[src/rtl/multi_alarm_clock.sv]
// 24h BCD clock with N programmable alarm slots, a shared ringing FSM and auto-timeout.
// Optional snooze support is built when the SNOOZE_EN macro is defined.
module multi_alarm_clock #(
    parameter int unsigned CLK_DIV      = 10,
    parameter int unsigned N_ALARMS     = 4,
    parameter int unsigned SNOOZE_MIN   = 5,
    parameter int unsigned RING_TIMEOUT = 60,
    localparam int unsigned SelW        = (N_ALARMS > 1) ? $clog2(N_ALARMS) : 1
) (
    input  logic            clock,
    input  logic            reset,
    input  logic            ld_time_i,
    input  logic            ld_alarm_i,
    input  logic [SelW-1:0] alarm_sel_i,
    input  logic            alarm_arm_i,
    input  logic [1:0]      h1_i,
    input  logic [3:0]      h0_i,
    input  logic [2:0]      m1_i,
    input  logic [3:0]      m0_i,
    input  logic            stop_alarm_i,
    input  logic            snooze_i,
    output logic [1:0]      hh1_o,
    output logic [3:0]      hh0_o,
    output logic [2:0]      mm1_o,
    output logic [3:0]      mm0_o,
    output logic [2:0]      ss1_o,
    output logic [3:0]      ss0_o,
    output logic            tick_1s_o,
    output logic            alarm_o,
    output logic [SelW-1:0] alarm_id_o,
    output logic            load_err_o
);

    localparam int unsigned PreW = $clog2(CLK_DIV);
    localparam logic [PreW-1:0] PreMax = PreW'(CLK_DIV - 1);
    localparam logic [7:0] RingInit = 8'(RING_TIMEOUT);

`ifdef SNOOZE_EN
    localparam logic [11:0] SnzInit = 12'(SNOOZE_MIN * 60);
    typedef enum logic [1:0] {StIdle, StRinging, StSnoozed} state_e;
    logic [11:0] snz_cnt_q;
`else
    typedef enum logic [1:0] {StIdle, StRinging} state_e;
    logic unused_snooze;
    assign unused_snooze = snooze_i;
`endif

    logic [PreW-1:0] pre_q, pre_d;
    logic [1:0] hh1_q, hh1_d;
    logic [3:0] hh0_q, hh0_d;
    logic [2:0] mm1_q, mm1_d;
    logic [3:0] mm0_q, mm0_d;
    logic [2:0] ss1_q, ss1_d;
    logic [3:0] ss0_q, ss0_d;
    logic [12:0] slot_q [N_ALARMS];
    logic [N_ALARMS-1:0] arm_q;
    logic load_err_q;

    state_e state_q;
    logic alarm_q;
    logic [SelW-1:0] alarm_id_q;
    logic [7:0] ring_cnt_q;

    logic in_valid, time_ld, alarm_ld, tick, min_roll, match;
    logic [SelW-1:0] match_id;

    assign in_valid = !((h1_i == 2'd3) || (h1_i == 2'd2 && h0_i > 4'd3) || (h0_i > 4'd9) ||
                        (m1_i > 3'd5) || (m0_i > 4'd9));
    assign time_ld  = ld_time_i && in_valid;
    assign alarm_ld = ld_alarm_i && in_valid;
    // A time load restarts the second, so it suppresses any tick due this cycle.
    assign tick     = (pre_q == PreMax) && !time_ld;
    assign min_roll = tick && (ss1_q == 3'd5) && (ss0_q == 4'd9);

    always_comb begin
        pre_d = (pre_q == PreMax) ? '0 : pre_q + 1'b1;
        hh1_d = hh1_q;
        hh0_d = hh0_q;
        mm1_d = mm1_q;
        mm0_d = mm0_q;
        ss1_d = ss1_q;
        ss0_d = ss0_q;
        if (time_ld) begin
            pre_d = '0;
            hh1_d = h1_i;
            hh0_d = h0_i;
            mm1_d = m1_i;
            mm0_d = m0_i;
            ss1_d = '0;
            ss0_d = '0;
        end else if (tick) begin
            if (ss0_q != 4'd9) ss0_d = ss0_q + 4'd1;
            else begin
                ss0_d = '0;
                if (ss1_q != 3'd5) ss1_d = ss1_q + 3'd1;
                else begin
                    ss1_d = '0;
                    if (mm0_q != 4'd9) mm0_d = mm0_q + 4'd1;
                    else begin
                        mm0_d = '0;
                        if (mm1_q != 3'd5) mm1_d = mm1_q + 3'd1;
                        else begin
                            mm1_d = '0;
                            if (hh1_q == 2'd2 && hh0_q == 4'd3) begin
                                hh1_d = '0;
                                hh0_d = '0;
                            end else if (hh0_q == 4'd9) begin
                                hh0_d = '0;
                                hh1_d = hh1_q + 2'd1;
                            end else begin
                                hh0_d = hh0_q + 4'd1;
                            end
                        end
                    end
                end
            end
        end
    end

    // Descending scan so the lowest-index matching slot is the one left standing.
    always_comb begin
        match    = 1'b0;
        match_id = '0;
        for (int i = int'(N_ALARMS) - 1; i >= 0; i--) begin
            if (arm_q[i] && slot_q[i] == {hh1_d, hh0_d, mm1_d, mm0_d}) begin
                match    = 1'b1;
                match_id = SelW'(i);
            end
        end
        if (!min_roll) match = 1'b0;
    end

    always_ff @(posedge clock or posedge reset) begin
        if (reset) begin
            pre_q      <= '0;
            hh1_q      <= '0;
            hh0_q      <= '0;
            mm1_q      <= '0;
            mm0_q      <= '0;
            ss1_q      <= '0;
            ss0_q      <= '0;
            arm_q      <= '0;
            load_err_q <= 1'b0;
            for (int i = 0; i < int'(N_ALARMS); i++) slot_q[i] <= '0;
        end else begin
            pre_q      <= pre_d;
            hh1_q      <= hh1_d;
            hh0_q      <= hh0_d;
            mm1_q      <= mm1_d;
            mm0_q      <= mm0_d;
            ss1_q      <= ss1_d;
            ss0_q      <= ss0_d;
            load_err_q <= (ld_time_i || ld_alarm_i) && !in_valid;
            for (int i = 0; i < int'(N_ALARMS); i++) begin
                if (alarm_ld && alarm_sel_i == SelW'(i)) begin
                    slot_q[i] <= {h1_i, h0_i, m1_i, m0_i};
                    arm_q[i]  <= alarm_arm_i;
                end
            end
        end
    end

    always_ff @(posedge clock or posedge reset) begin
        if (reset) begin
            state_q    <= StIdle;
            alarm_q    <= 1'b0;
            alarm_id_q <= '0;
            ring_cnt_q <= '0;
`ifdef SNOOZE_EN
            snz_cnt_q  <= '0;
`endif
        end else begin
            unique case (state_q)
                StIdle: begin
                    if (match) begin
                        state_q    <= StRinging;
                        alarm_q    <= 1'b1;
                        alarm_id_q <= match_id;
                        ring_cnt_q <= RingInit;
                    end
                end
                StRinging: begin
                    if (stop_alarm_i) begin
                        state_q <= StIdle;
                        alarm_q <= 1'b0;
`ifdef SNOOZE_EN
                    end else if (snooze_i) begin
                        state_q   <= StSnoozed;
                        alarm_q   <= 1'b0;
                        snz_cnt_q <= SnzInit;
`endif
                    end else if (tick) begin
                        if (ring_cnt_q <= 8'd1) begin
                            state_q    <= StIdle;
                            alarm_q    <= 1'b0;
                            ring_cnt_q <= '0;
                        end else begin
                            ring_cnt_q <= ring_cnt_q - 8'd1;
                        end
                    end
                end
`ifdef SNOOZE_EN
                StSnoozed: begin
                    if (stop_alarm_i) begin
                        state_q <= StIdle;
                    end else if (tick) begin
                        if (snz_cnt_q <= 12'd1) begin
                            state_q    <= StRinging;
                            alarm_q    <= 1'b1;
                            ring_cnt_q <= RingInit;
                            snz_cnt_q  <= '0;
                        end else begin
                            snz_cnt_q <= snz_cnt_q - 12'd1;
                        end
                    end
                end
`endif
                default: begin
                    state_q <= StIdle;
                    alarm_q <= 1'b0;
                end
            endcase
        end
    end

    assign hh1_o      = hh1_q;
    assign hh0_o      = hh0_q;
    assign mm1_o      = mm1_q;
    assign mm0_o      = mm0_q;
    assign ss1_o      = ss1_q;
    assign ss0_o      = ss0_q;
    assign tick_1s_o  = tick;
    assign alarm_o    = alarm_q;
    assign alarm_id_o = alarm_id_q;
    assign load_err_o = load_err_q;

endmodule
[config.mk]
export PLATFORM = sky130hd
export DESIGN_NAME = multi_alarm_clock
export DESIGN_NICKNAME = d
export VERILOG_FILES = /design/src/rtl/multi_alarm_clock.sv
export SDC_FILE = /design/constraint.sdc
export NUM_CORES = 1
export LEC_CHECK = 0
export BUFFER_PORTS_ARGS = -buffer_cell sky130_fd_sc_hd__buf_2
export CAP_MARGIN = 20
export CORE_MARGIN = 4
export CORE_UTILIZATION = 65
export CTS_BUF_LIST = sky130_fd_sc_hd__clkbuf_16
export DETAILED_ROUTE_END_ITERATION = 8
export GPL_ROUTABILITY_DRIVEN = 0
export HOLD_SLACK_MARGIN = 0.1
export PLACE_DENSITY_LB_ADDON = 0.25
export SLEW_MARGIN = 20
export SYNTH_ARGS = -nofsm -noshare
export SYNTH_HDL_FRONTEND = slang
export SYNTH_SLANG_ARGS = --single-unit
[constraint.sdc]
create_clock -name clock -period 9.2 [get_ports clock]
set_clock_uncertainty 0.1 [all_clocks]
set_input_delay 1.38 -clock clock [delete_from_list [all_inputs] [get_ports clock]]
set_output_delay 1.38 -clock clock [all_outputs]
set_load 0.02 [all_outputs]
==> metrics.txt <==
DRC viols 0; total CTS buffers 9; largest net degree at the start of global routing between 70 and 80; Fillers 533; initial antenna violation count 0; number of synthesized flops with an enable pin 0; slowest stage delay, CP 670 ps; leak pwr 2.58 nW; Area Overhead vs Synth 11.4%; Setup crit end kind flip-flop; post-synthesis sequential area ratio 0.429; share of the synthesized area in the top cell type 0.429; count leader, synth dfrtp_1; Die ar. 9780 sq um; crit path time final 4900 ps; relative slew slack 0.395; Tcrit/Tclk final 0.533; CTS tree yes; share of cells above drive strength 1 0.266; vias in the first global route 4286; CTS Sinks 92; type of the tightest min-delay check reg -> reg; worst IR drop on VDD 139 uV; CP arrival between 5000 and 6000 ps; Setup Fix Bufs, Post-CTS 0; largest cells by area after synthesis dfrtp_1 43%, mux2_2 12%, xnor2_1 5.4%; Slew Limit Fails 0; vias per cell about 6.5; total of max-cap violations 0; hold endpoint slot_q[3]$_DFFE_PP0P_; Final HPWL DP 9140 um; # resized after CTS 0; Yosys top cell by area dfrtp_1; most instantiated cells after synthesis 92 x dfrtp_1, 57 x mux2_2, 33 x xnor2_1; clk buf depth 2; r2r setup slk 4590 ps; port bufs 45; Setup crit start kind input pin; data required time at the worst endpoint just over 9000 ps; nets@finish 578; routed vias 4231; GRT overflow 0; CP max stage cell a31oi_1; initial core utilization 0.681; CP Cell Sequence buf_2 > o31ai_2 > and2_1 > nand2_2 > a31oi_1 > xnor2_1 > nand4_1 > nor4_2 > o41ai_4 > a2111oi_2 > o2bb2ai_1; number of synthesized register bits 92; # diodes 0; Core ar. between 7000 and 8000 sq um; Clk pin slew, worst setup/hold paths 70 ps; Syn Nets 538; RR Startpoint pre_q[1]$_DFF_PP0_; reg2reg path depth 12; hold path cells 2; worst-margin pin slew 907 ps; Cell Rows 32; WP buf/inv 1; Hold Path Origin slot_q[3]$_DFFE_PP0P_; Clock Latency Late Sink 340 ps; Die Y-Extent 98.9 um; final WL 13200 um; IO Count 47; chip width 98.9 um; Hold Fails Final Rpt 0; Worst Path Class, Setup in -> reg; Cells after Synth 505; YS warnings 0; Avg Cell Area, Syn about 11 sq um; outcome complete, no violations; CP top delay family compound AO/OA/AOI/OAI gates; setup TNS 0 ps; Cell variety after synth 70; number of placed instances, taps included 636; prevailing post-synth register cell dfrtp_1; initial drt markers 331; RSZ-0062 raised after global routing no; Worst Path Max Fanout 20; Finished Layout Cells roughly 650; Avg WL per Cell 20.2 um; Post-Synthesis Cell Area 5370 sq um; Pwr per Cell Area between 200 and 250 nW/um^2; Max Clock Freq 204 MHz; Critical R2R Capture ring_cnt_q[3]$_DFFE_PP0P_; Setup Viol. Count Final 0; global-route wire length before repair approximately 21000 um; DRT Pass-1 Iters 5; Post-CTS Hold Buffers 0; all-layer global routing usage 0.275; hold_ws between 400 and 500 ps; Post-synth ARST share 1.00; Routed Antenna Nets 0; clock root buffer clkbuf_16; htree depth 3
-- final cells by class --
class | instances | area, sq um | share of cell area
clock buffer | 9 | 225 | 0.0376
inverter | 25 | 95.1 | 0.0159
clock inverter | 6 | 80.1 | 0.0134
multi-input combinational | 369 | 2910 | 0.486
timing repair buffer | 48 | 248 | 0.0414
sequential | 92 | 2300 | 0.385
tap | 102 | 128 | 0.0213
-- placed cells by master, fill, tap and decap left out, types with 4 or more instances in the layout --
| cell | netlist | routed |
|---|---|---|
| inv_1 | 25 | 25 |
| buf_2 | 7 | 45 |
| nand4_1 | 10 | 10 |
| nor3_1 | 22 | 20 |
| nand2_1 | 29 | 29 |
| nor2b_1 | 4 | 4 |
| o21ai_0 | 10 | 10 |
| o31ai_1 | 7 | 7 |
| nor2_1 | 26 | 26 |
| ha_1 | 11 | 11 |
| o21ai_1 | 7 | 7 |
| a31oi_1 | 4 | 4 |
| xnor2_1 | 33 | 33 |
| and3b_1 | 5 | 5 |
| clkbuf_16 | 0 | 9 |
| xor2_1 | 21 | 21 |
| dfrtp_1 | 92 | 92 |
| a21oi_1 | 20 | 20 |
| or3_1 | 6 | 6 |
| o2bb2ai_1 | 4 | 4 |
| mux2_2 | 57 | 57 |
| nand3_1 | 14 | 14 |
| nand3b_1 | 5 | 5 |
-- worst max path at each step --
stage                     startpoint                   endpoint  slack (ps)  depth (start not counted)
after floorplan              h1_i[0]                  tick_1s_o        4910                          7
after global placement       h0_i[3]  ring_cnt_q[3]$_DFFE_PP0P_        4160                         11
after detailed placement     h0_i[2]  ring_cnt_q[3]$_DFFE_PP0P_        4080                         11
after CTS                    h0_i[2]  ring_cnt_q[3]$_DFFE_PP0P_        4350                         11
after global routing         h0_i[2]  ring_cnt_q[3]$_DFFE_PP0P_        4060                         11
final                        h0_i[2]  ring_cnt_q[3]$_DFFE_PP0P_        4300                         11
-- tightest hold or removal path: stages (launching register included) --
cell     delay [ps]
dfrtp_1         360
nand2_1          50
o21ai_0          60
-- state kept, by name, summed over array words and instances, names as in the netlist --
name        flops
alarm_o         1
arm_q           4
ring_cnt_q      8
hh0_o           4
mm1_o           3
pre_q           4
ss0_o           4
alarm_id_o      2
load_err_o      1
hh1_o           2
mm0_o           4
slot_q         52
ss1_o           3
-- power by group --
group | total, mW | internal [mW] | switching (mW)
Combinational | 0.417 | 0.192 | 0.225
Clock | 0.388 | 0.235 | 0.153
Sequential | 0.586 | 0.496 | 0.0904
Total | 1.39 | 0.922 | 0.469
-- kinds of logic after synthesis --
group / count (synthesis) / share of synthesized area
AOI/OAI and AO/OA: 85 / 0.117
xor gates and xnor gates: 54 / 0.0880
adders and majority gates: 11 / 0.0256
buffers and inverters: 44 / 0.0352
DFF: 92 / 0.429
muxes: 61 / 0.134
and+or+nand+nor: 158 / 0.171
-- metrics by stage --
stage / worst slack, ps / power [mW] / utilization / instance area (sq um)
4_1_cts: 4350 / 1.39 / 0.757 / 5970
5_1_grt: 4060 / 1.46 / 0.759 / 5990
6_report: 4300 / 1.39 / 0.759 / 5990
2_1_floorplan: 4910 / 0.883 / - / 5370
3_5_place_dp: 4080 / 0.998 / 0.719 / 5670
3_3_place_gp: 4160 / 0.972 / 0.719 / 5670
-- layer usage --
metal,up-vias,share of wire,track usage
met4,0,0.029,0.110
met2,177,0.50,0.457
met5,-,0,0
met1,2109,0.41,0.349
met3,35,0.069,0.0602
li1,1910,-,-
No activity file was read; power rests on OpenSTA's default activity.
